`config.mk`:
```
export PLATFORM = sky130hd
export DESIGN_NAME = multi_counter
export DESIGN_NICKNAME = d
export VERILOG_FILES = /design/src/rtl/counter_pkg.sv /design/src/rtl/counter_channel.sv /design/src/rtl/multi_counter.sv
export SDC_FILE = /design/constraint.sdc
export NUM_CORES = 1
export LEC_CHECK = 0
export ABC_AREA = 1
export CAP_MARGIN = 10
export CORE_MARGIN = 3
export CORE_UTILIZATION = 53
export CTS_BUF_LIST = sky130_fd_sc_hd__clkbuf_16
export CTS_CLUSTER_SIZE = 14
export DETAILED_ROUTE_END_ITERATION = 8
export PLACE_DENSITY = 0.89
export SYNTH_ARGS = -nofsm -noshare
export SYNTH_HDL_FRONTEND = slang
export SYNTH_SLANG_ARGS = --single-unit
```
`constraint.sdc`:
```
create_clock -name clk -period 2.3 [get_ports clk]
set_input_delay 0.46 -clock clk [delete_from_list [all_inputs] [get_ports clk]]
set_output_delay 0.46 -clock clk [all_outputs]
set_load 0.03 [all_outputs]
```
`src/rtl/counter_pkg.sv`:
```
// Shared types for the multi_counter bank: per-channel run-mode encoding.
package counter_pkg;

    localparam int CNT_MODE_W = 2;

    typedef enum logic [CNT_MODE_W-1:0] {
        CNT_DOWN_SAT    = 2'd0,
        CNT_DOWN_RELOAD = 2'd1,
        CNT_UP_WRAP     = 2'd2,
        CNT_UP_SAT      = 2'd3
    } cnt_mode_t;

endpackage

```
`src/rtl/counter_channel.sv`:
```
// One loadable counter channel: count/limit/tc registers plus mode-dependent step logic.
// term is the combinational "this step hits the terminal condition" flag used for chaining.
module counter_channel
    import counter_pkg::*;
#(
    parameter int WIDTH = 32
) (
    input  logic             clk,
    input  logic             rst_l,
    input  logic             step_en,
    input  logic             set,
    input  logic             clear,
    input  logic [WIDTH-1:0] set_val,
    input  cnt_mode_t        mode,
    output logic [WIDTH-1:0] count,
    output logic [WIDTH-1:0] limit,
    output logic             tc,
    output logic             term
);

    localparam logic [WIDTH-1:0] ZERO = {WIDTH{1'b0}};
    localparam logic [WIDTH-1:0] ONE  = {{(WIDTH-1){1'b0}}, 1'b1};

    logic [WIDTH-1:0] count_r;
    logic [WIDTH-1:0] limit_r;
    logic             tc_r;
    logic             step_s;
    logic             hit_s;
    logic [WIDTH-1:0] step_count_s;

    assign step_s = step_en & ~set & ~clear;
    assign term   = step_s & hit_s;
    assign count  = count_r;
    assign limit  = limit_r;
    assign tc     = tc_r;

    // Next count and terminal condition assuming this edge is a step.
    always_comb begin
        step_count_s = count_r;
        hit_s        = 1'b0;
        case (mode)
            CNT_DOWN_SAT: begin
                if (count_r == ONE) begin
                    step_count_s = ZERO;
                    hit_s        = 1'b1;
                end else if (count_r == ZERO) begin
                    step_count_s = ZERO;
                end else begin
                    step_count_s = count_r - ONE;
                end
            end
            CNT_DOWN_RELOAD: begin
                if (count_r == ZERO) begin
                    step_count_s = limit_r;
                    hit_s        = 1'b1;
                end else begin
                    step_count_s = count_r - ONE;
                end
            end
            CNT_UP_WRAP: begin
                // count above limit (after a mode switch) rolls over 2^WIDTH naturally
                if (count_r == limit_r) begin
                    step_count_s = ZERO;
                    hit_s        = 1'b1;
                end else begin
                    step_count_s = count_r + ONE;
                end
            end
            CNT_UP_SAT: begin
                // checking >= first also covers limit==0, where limit-1 would alias all-ones
                if (count_r >= limit_r) begin
                    step_count_s = count_r;
                end else if (count_r == (limit_r - ONE)) begin
                    step_count_s = limit_r;
                    hit_s        = 1'b1;
                end else begin
                    step_count_s = count_r + ONE;
                end
            end
            default: begin
                step_count_s = count_r;
                hit_s        = 1'b0;
            end
        endcase
    end

    // Channel state registers: clear > set > step > hold.
    always_ff @(posedge clk or negedge rst_l) begin
        if (!rst_l) begin
            count_r <= ZERO;
            limit_r <= ZERO;
            tc_r    <= 1'b0;
        end else if (clear) begin
            count_r <= ZERO;
            tc_r    <= 1'b0;
        end else if (set) begin
            count_r <= set_val;
            limit_r <= set_val;
            tc_r    <= 1'b0;
        end else if (step_s) begin
            count_r <= step_count_s;
            tc_r    <= hit_s;
        end else begin
            tc_r    <= 1'b0;
        end
    end

endmodule

```
`src/rtl/multi_counter.sv`:
```
// Bank of NUM_CH independent loadable counters with per-channel run modes.
// Define MULTI_COUNTER_CHAIN_EN to gate channel i>0 stepping by channel i-1's terminal event.
module multi_counter
    import counter_pkg::*;
#(
    parameter int NUM_CH = 4,
    parameter int WIDTH  = 32
) (
    input  logic                          clk,
    input  logic                          rst_l,
    input  logic [NUM_CH-1:0]             en,
    input  logic [NUM_CH-1:0]             set,
    input  logic [NUM_CH-1:0]             clear,
    input  logic [NUM_CH-1:0][WIDTH-1:0]  set_val,
    input  cnt_mode_t [NUM_CH-1:0]        mode,
    output logic [NUM_CH-1:0][WIDTH-1:0]  count,
    output logic [NUM_CH-1:0][WIDTH-1:0]  limit,
    output logic [NUM_CH-1:0]             tc,
    output logic [NUM_CH-1:0]             zero
);

    logic [NUM_CH-1:0] eff_en_s;

`ifdef MULTI_COUNTER_CHAIN_EN
    logic [NUM_CH-1:0] term_s;

    // term ripples 0 -> NUM_CH-1 in one cycle, so nested loops advance together
    assign eff_en_s[0] = en[0];
    for (genvar i = 1; i < NUM_CH; i++) begin : g_chain
        assign eff_en_s[i] = en[i] & term_s[i-1];
    end
`else
    assign eff_en_s = en;
`endif

    for (genvar i = 0; i < NUM_CH; i++) begin : g_ch
        counter_channel #(
            .WIDTH (WIDTH)
        ) u_ch (
            .clk     (clk),
            .rst_l   (rst_l),
            .step_en (eff_en_s[i]),
            .set     (set[i]),
            .clear   (clear[i]),
            .set_val (set_val[i]),
            .mode    (mode[i]),
            .count   (count[i]),
            .limit   (limit[i]),
            .tc      (tc[i]),
`ifdef MULTI_COUNTER_CHAIN_EN
            .term    (term_s[i])
`else
            .term    ()
`endif
        );

        assign zero[i] = (count[i] == {WIDTH{1'b0}});
    end

endmodule
```
==> results of run 1 <==
==> kinds of logic after synthesis <==
family,count (synthesis),synth area share
AO/OA/AOI/OAI,1073,0.171
adder cells (fa/ha/maj),148,0.0549
AND/OR/NAND/NOR,3200,0.411
XOR/XNOR,252,0.0659
buffers and inverters,872,0.104
flip-flops,260,0.193
==> per-layer routing <==
metal / GRT overflow / global-route usage
met5: 0 / 0.165
met4: 3 / 0.589
met3: 2 / 0.467
met2: 1 / 0.807
met1: 0 / 0.626
==> repair_timing <==
item / 4_1_cts
endpoints found under the setup margin: 229
pin swaps: 120
hold endpoints to repair: 49
resized for setup: 344
cloned: 10
hold buffers: 1
buffers inserted: 86
==> cells in the mapped netlist, drive strengths merged, types with 2 or more instances <==
master / instances
nor4: 24
buf: 133
inv: 547
ha: 148
xnor2: 49
nand2: 1495
nor2: 873
a31oi: 12
or2: 7
a221oi: 13
o21a: 11
dfrtp: 260
clkbuf: 180
nor3: 131
a211oi: 35
clkinv: 12
a311oi: 2
nand3: 535
and3: 2
o21ai: 333
or3: 2
nor3b: 7
o211ai: 23
o22ai: 23
nand4: 96
a21oi: 587
o221ai: 17
nand3b: 25
xor2: 202
o21bai: 13
==> through the flow <==
stage	hold slack [ns]	instances	worst slack, ns
after global placement	0.426	7798	-0.375
after CTS	0.422	7957	-0.447
after floorplan	0.164	5805	-0.0783
after detailed placement	0.428	7798	-0.526
==> flow_metrics.env, run 1 <==
export IMPL_status="aborted with a tool error"
export IMPL_synth_seq_area_share=0.193
export IMPL_failing_step="global routing (5_1_grt)"
export IMPL_cts_inserted_buffers=35
export IMPL_io_pin_count=414
export IMPL_cts_buffer_depth=3
export IMPL_synth_top_area_share=0.193
export IMPL_grt_pass1_wl_mm=326
export IMPL_synth_async_sr_flop_share=1.00
export IMPL_clock_tree_root_cell="sky130_fd_sc_hd__clkbuf_16"
export IMPL_grtUsageTotal=0.625
export IMPL_post_dp_cell_area_um2=46500
export IMPL_numPortBuffers=413
export IMPL_syn_inst=5805
export IMPL_htree_num_levels=2
export IMPL_synthesis_yosys_warnings=0
export IMPL_ys_dominant_reg_cell="sky130_fd_sc_hd__dfrtp_1"
export IMPL_postSynthNetCount=6103
export IMPL_start_util=0.541
export IMPL_syn_area_per_cell_um2=5.81
export IMPL_place_gp_congestion=1.25
export IMPL_flow_first_error="[ERROR GRT-0116] Global routing finished with congestion. Check the congestion regions in the DRC Viewer."
export IMPL_pin_count_of_the_biggest_net_entering_global_routing=97
export IMPL_die_height_um=258
export IMPL_cts_num_sinks=260
export IMPL_synth_cell_type_count=55
export IMPL_count_of_flip_flops_with_a_built_in_enable_after_synthesis=0
export IMPL_postSynthRegisterBits=260
export IMPL_synth_area_leader_cell="sky130_fd_sc_hd__dfrtp_1"
export IMPL_post_synth_instance_area_um2=33700
export IMPL_first_global_vias=58300
export IMPL_dieWidth_um=258
export IMPL_place_detailed_hpwl_mm=127
export IMPL_globalRoute_totalOverflow=6
export IMPL_rows=91
export IMPL_synth_area_top_cells="sky130_fd_sc_hd__dfrtp_1 (19%), sky130_fd_sc_hd__nand2_1 (16%), sky130_fd_sc_hd__nor2_1 (9.0%)"
==> run 2, diff against run 1 <==
--- a/config.mk
+++ b/config.mk
@@ -8,11 +8,9 @@
 export ABC_AREA = 1
 export CAP_MARGIN = 10
 export CORE_MARGIN = 3
-export CORE_UTILIZATION = 53
-export CTS_BUF_LIST = sky130_fd_sc_hd__clkbuf_16
-export CTS_CLUSTER_SIZE = 14
+export CORE_UTILIZATION = 40
 export DETAILED_ROUTE_END_ITERATION = 8
-export PLACE_DENSITY = 0.89
+export PLACE_DENSITY_LB_ADDON = 0.15
 export SYNTH_ARGS = -nofsm -noshare
 export SYNTH_HDL_FRONTEND = slang
 export SYNTH_SLANG_ARGS = --single-unit
==> constraint.sdc (replaced) <==
create_clock -name clk -period 3 [get_ports clk]
set_input_delay 0.6 -clock clk [delete_from_list [all_inputs] [get_ports clk]]
set_output_delay 0.6 -clock clk [all_outputs]
set_load 0.03 [all_outputs]
==> flow_metrics.env, run 2 <==
export IMPL_status="complete, but fails checks"
export IMPL_violations="design-rule violations, negative setup slack"
export IMPL_detailedRoute_firstPassIterationCount=9
export IMPL_placement_setup_worst_slack_ns=-0.147
export IMPL_place_detailed_hpwl_mm=126
export IMPL_postSynthRegisterBits=260
export IMPL_pin_count_of_the_biggest_net_entering_global_routing=97
export IMPL_grt_pass1_wl_mm=243
export IMPL_finalCoreUtilization=0.535
export IMPL_worst_slew_pin_slew_ns=0.621
export IMPL_filler_cell_count=8547
export IMPL_htree_num_levels=2
export IMPL_syn_area_per_cell_um2=5.81
export IMPL_numPortBuffers=413
export IMPL_globalRouteMet3Util=0.0629
export IMPL_setup_total_negative_slack_ns=-0.00699
export IMPL_clock_insertion_delay_worst_skew_ns=0.60
export IMPL_timing_critical_path_to_type="output port"
export IMPL_cts_num_sinks=260
export IMPL_cellPowerDensity_nw_per_um2=450
export IMPL_synth_async_sr_flop_share=1.00
export IMPL_final_net_count=6794
export IMPL_routed_via_count=43400
export IMPL_post_layout_nonfiller_instances=7589
export IMPL_place_gp_congestion=1.03
export IMPL_layout_common_cells="sky130_fd_sc_hd__nand2_1 (1454), sky130_fd_sc_hd__nor2_1 (748), sky130_fd_sc_hd__a21oi_1 (586)"
export IMPL_worst_setup_path_start_kind="flip-flop"
export IMPL_met1_usage_in_global_routing=0.485
export IMPL_final_common_cell="sky130_fd_sc_hd__nand2_1"
export IMPL_synth_area_top_cells="sky130_fd_sc_hd__dfrtp_1 (19%), sky130_fd_sc_hd__nand2_1 (16%), sky130_fd_sc_hd__nor2_1 (9.0%)"
export IMPL_tritoncts="yes"
export IMPL_final_period_minus_worst_setup_slack_ns=3.01
export IMPL_routed_via_density=5.72
export IMPL_drt_antenna_violating_nets=0
export IMPL_hold_violations=0
export IMPL_worst_endpoint_arrival_ns=2.41
export IMPL_globalRoute_totalOverflow=0
export IMPL_p_leak_uw=0.0207
export IMPL_die_area_um2=87800
export IMPL_max_cap_viols=0
export IMPL_n_antenna_cell=0
export IMPL_worst_slew_margin_rel=0.585
export IMPL_crit_share_post_route=1.00
export IMPL_dieWidth_um=296
export IMPL_fin_skew_ns=0.0267
export IMPL_cts_buffer_depth=3
export IMPL_start_util=0.407
export IMPL_synth_top_cells_by_count="sky130_fd_sc_hd__nand2_1 (1475), sky130_fd_sc_hd__nor2_1 (808), sky130_fd_sc_hd__a21oi_1 (587)"
export IMPL_ys_dominant_reg_cell="sky130_fd_sc_hd__dfrtp_1"
export IMPL_timing_final_ws_setup_ns=-0.00699
export IMPL_drt_first_iter_violations=4528
export IMPL_holdCritPathClass="primary input to asynchronous set/reset pin"
export IMPL_use_met2=0.559
export IMPL_ir_worst_vdd_mv=0.407
export IMPL_count_of_flip_flops_with_a_built_in_enable_after_synthesis=0
export IMPL_postSynthNetCount=6103
export IMPL_grt_busiest_layer="met2"
export IMPL_worstPathMaxFanout=5
export IMPL_synthMostInstantiatedCell="sky130_fd_sc_hd__nand2_1"
export IMPL_die_height_um=296
export IMPL_synth_area_leader_cell="sky130_fd_sc_hd__dfrtp_1"
export IMPL_rows=105
export IMPL_dp_cells=7459
export IMPL_grtUsageTotal=0.355
export IMPL_first_global_vias=40100
export IMPL_core_area_um2=82800
export IMPL_syn_inst=5805
export IMPL_finalSetupViolations=1
export IMPL_drt_wirelength_per_cell_um=21.8
export IMPL_critPathKind="flip-flop to output port"
export IMPL_critical_path_required_ns=2.40
export IMPL_synth_seq_area_share=0.193
export IMPL_drive_above_1_share=0.138
export IMPL_synth_top_area_share=0.193
export IMPL_clock_tree_root_cell="sky130_fd_sc_hd__clkbuf_16"
export IMPL_detail_route_drc_violations=1
export IMPL_grt_antenna_before_repair=1
export IMPL_post_synth_instance_area_um2=33700
export IMPL_clkSlewWorstSetupHoldPaths_ns=0.06
export IMPL_io_pin_count=414
export IMPL_cts_inserted_buffers=37
export IMPL_wirelength_mm=165
export IMPL_synthesis_yosys_warnings=0
export IMPL_syn2layout_area_growth_pct=31.3
export IMPL_maxSlewViolCount=0
export IMPL_synth_cell_type_count=55
export IMPL_worst_hold_slack_ns=0.509
export IMPL_maxClockFrequency_mhz=333
[run 2: repair_timing]
action	4_1_cts	5_1_grt
gates cloned	0	11
hold buffers	1	0
endpoints found under the setup margin	70	135
setup buffers	4	52
resized for setup	27	151
pin swaps	3	47
endpoints found under the hold margin	39	0
[run 2: final cells by class]
| cell class | instances | area [µm²] | area share |
|---|---|---|---|
| Inverter | 559 | 2110 | 0.0476 |
| Clock buffer | 55 | 1120 | 0.0252 |
| Timing Repair Buffer | 960 | 8800 | 0.199 |
| Clock inverter | 7 | 88.8 | 0.00201 |
| Sequential cell | 260 | 6540 | 0.148 |
| Tap cell | 1070 | 1340 | 0.0303 |
| Multi-Input combinational cell | 4678 | 24300 | 0.548 |
[run 2: cells by family (layout without fill, tap and decap cells)]
group / count (synthesis) / count (layout) / synth area share
compound gates: 1073 / 1073 / 0.171
simple gates: 3200 / 3205 / 0.411
xor+xnor: 252 / 252 / 0.0659
flops: 260 / 260 / 0.193
fa+ha+maj: 148 / 148 / 0.0549
buf+inv: 872 / 1581 / 0.104
[run 2: path summary, 6_finish.rpt]
kind | slack, ns | startpoint | to | cells past startpoint
setup / recovery | -0.007 | g_ch[2].u_ch.count[26] | zero[2] | 7
hold / removal | 0.51 | rst_l | g_ch[1].u_ch.limit[0] | 2
setup reg to reg | 0.10 | g_ch[2].u_ch.limit[30] | g_ch[2].u_ch.count[26] | 17
hold reg to reg | 0.59 | g_ch[2].u_ch.count[4] | g_ch[2].u_ch.count[4] | 2
max in group asynchronous | 1.63 | rst_l | g_ch[2].u_ch.limit[3] | 3
min in group clk | 0.59 | g_ch[2].u_ch.count[4] | g_ch[2].u_ch.count[4] | 2
[run 2: per-layer routing]
| metal | part of all wire | vias to the layer above |
|---|---|---|
| met4 | 0.044 | 0 |
| li1 | - | 20500 |
| met5 | 0 | - |
| met2 | 0.44 | 2383 |
| met3 | 0.10 | 421 |
| met1 | 0.42 | 20100 |
[run 2: where the power goes]
group / total (µW) / internal (µW) / switching (µW)
Combinational: 10800 / 3950 / 6850
Clock: 4600 / 2720 / 1880
Sequential: 4520 / 3960 / 557
Total: 19900 / 10600 / 9280
[run 2: critical path, cell delays in order (launching register included)]
cell and delay, ns:
sky130_fd_sc_hd__dfrtp_2 0.47, sky130_fd_sc_hd__nor2_2 0.19, sky130_fd_sc_hd__and2_1 0.23, sky130_fd_sc_hd__nand3_2 0.14, sky130_fd_sc_hd__buf_4 0.17, sky130_fd_sc_hd__nor3_4 0.28
sky130_fd_sc_hd__buf_6 0.17, sky130_fd_sc_hd__buf_4 0.15
[run 2: stage by stage]
step                      total power, µW  area, µm²
after floorplan                     10500      33700
after global routing                21100      44300
final                               19900      44300
after detailed placement            14800      41800
after CTS                           19600      43100
after global placement              14800      41800
(Power assumes the default switching activity.)
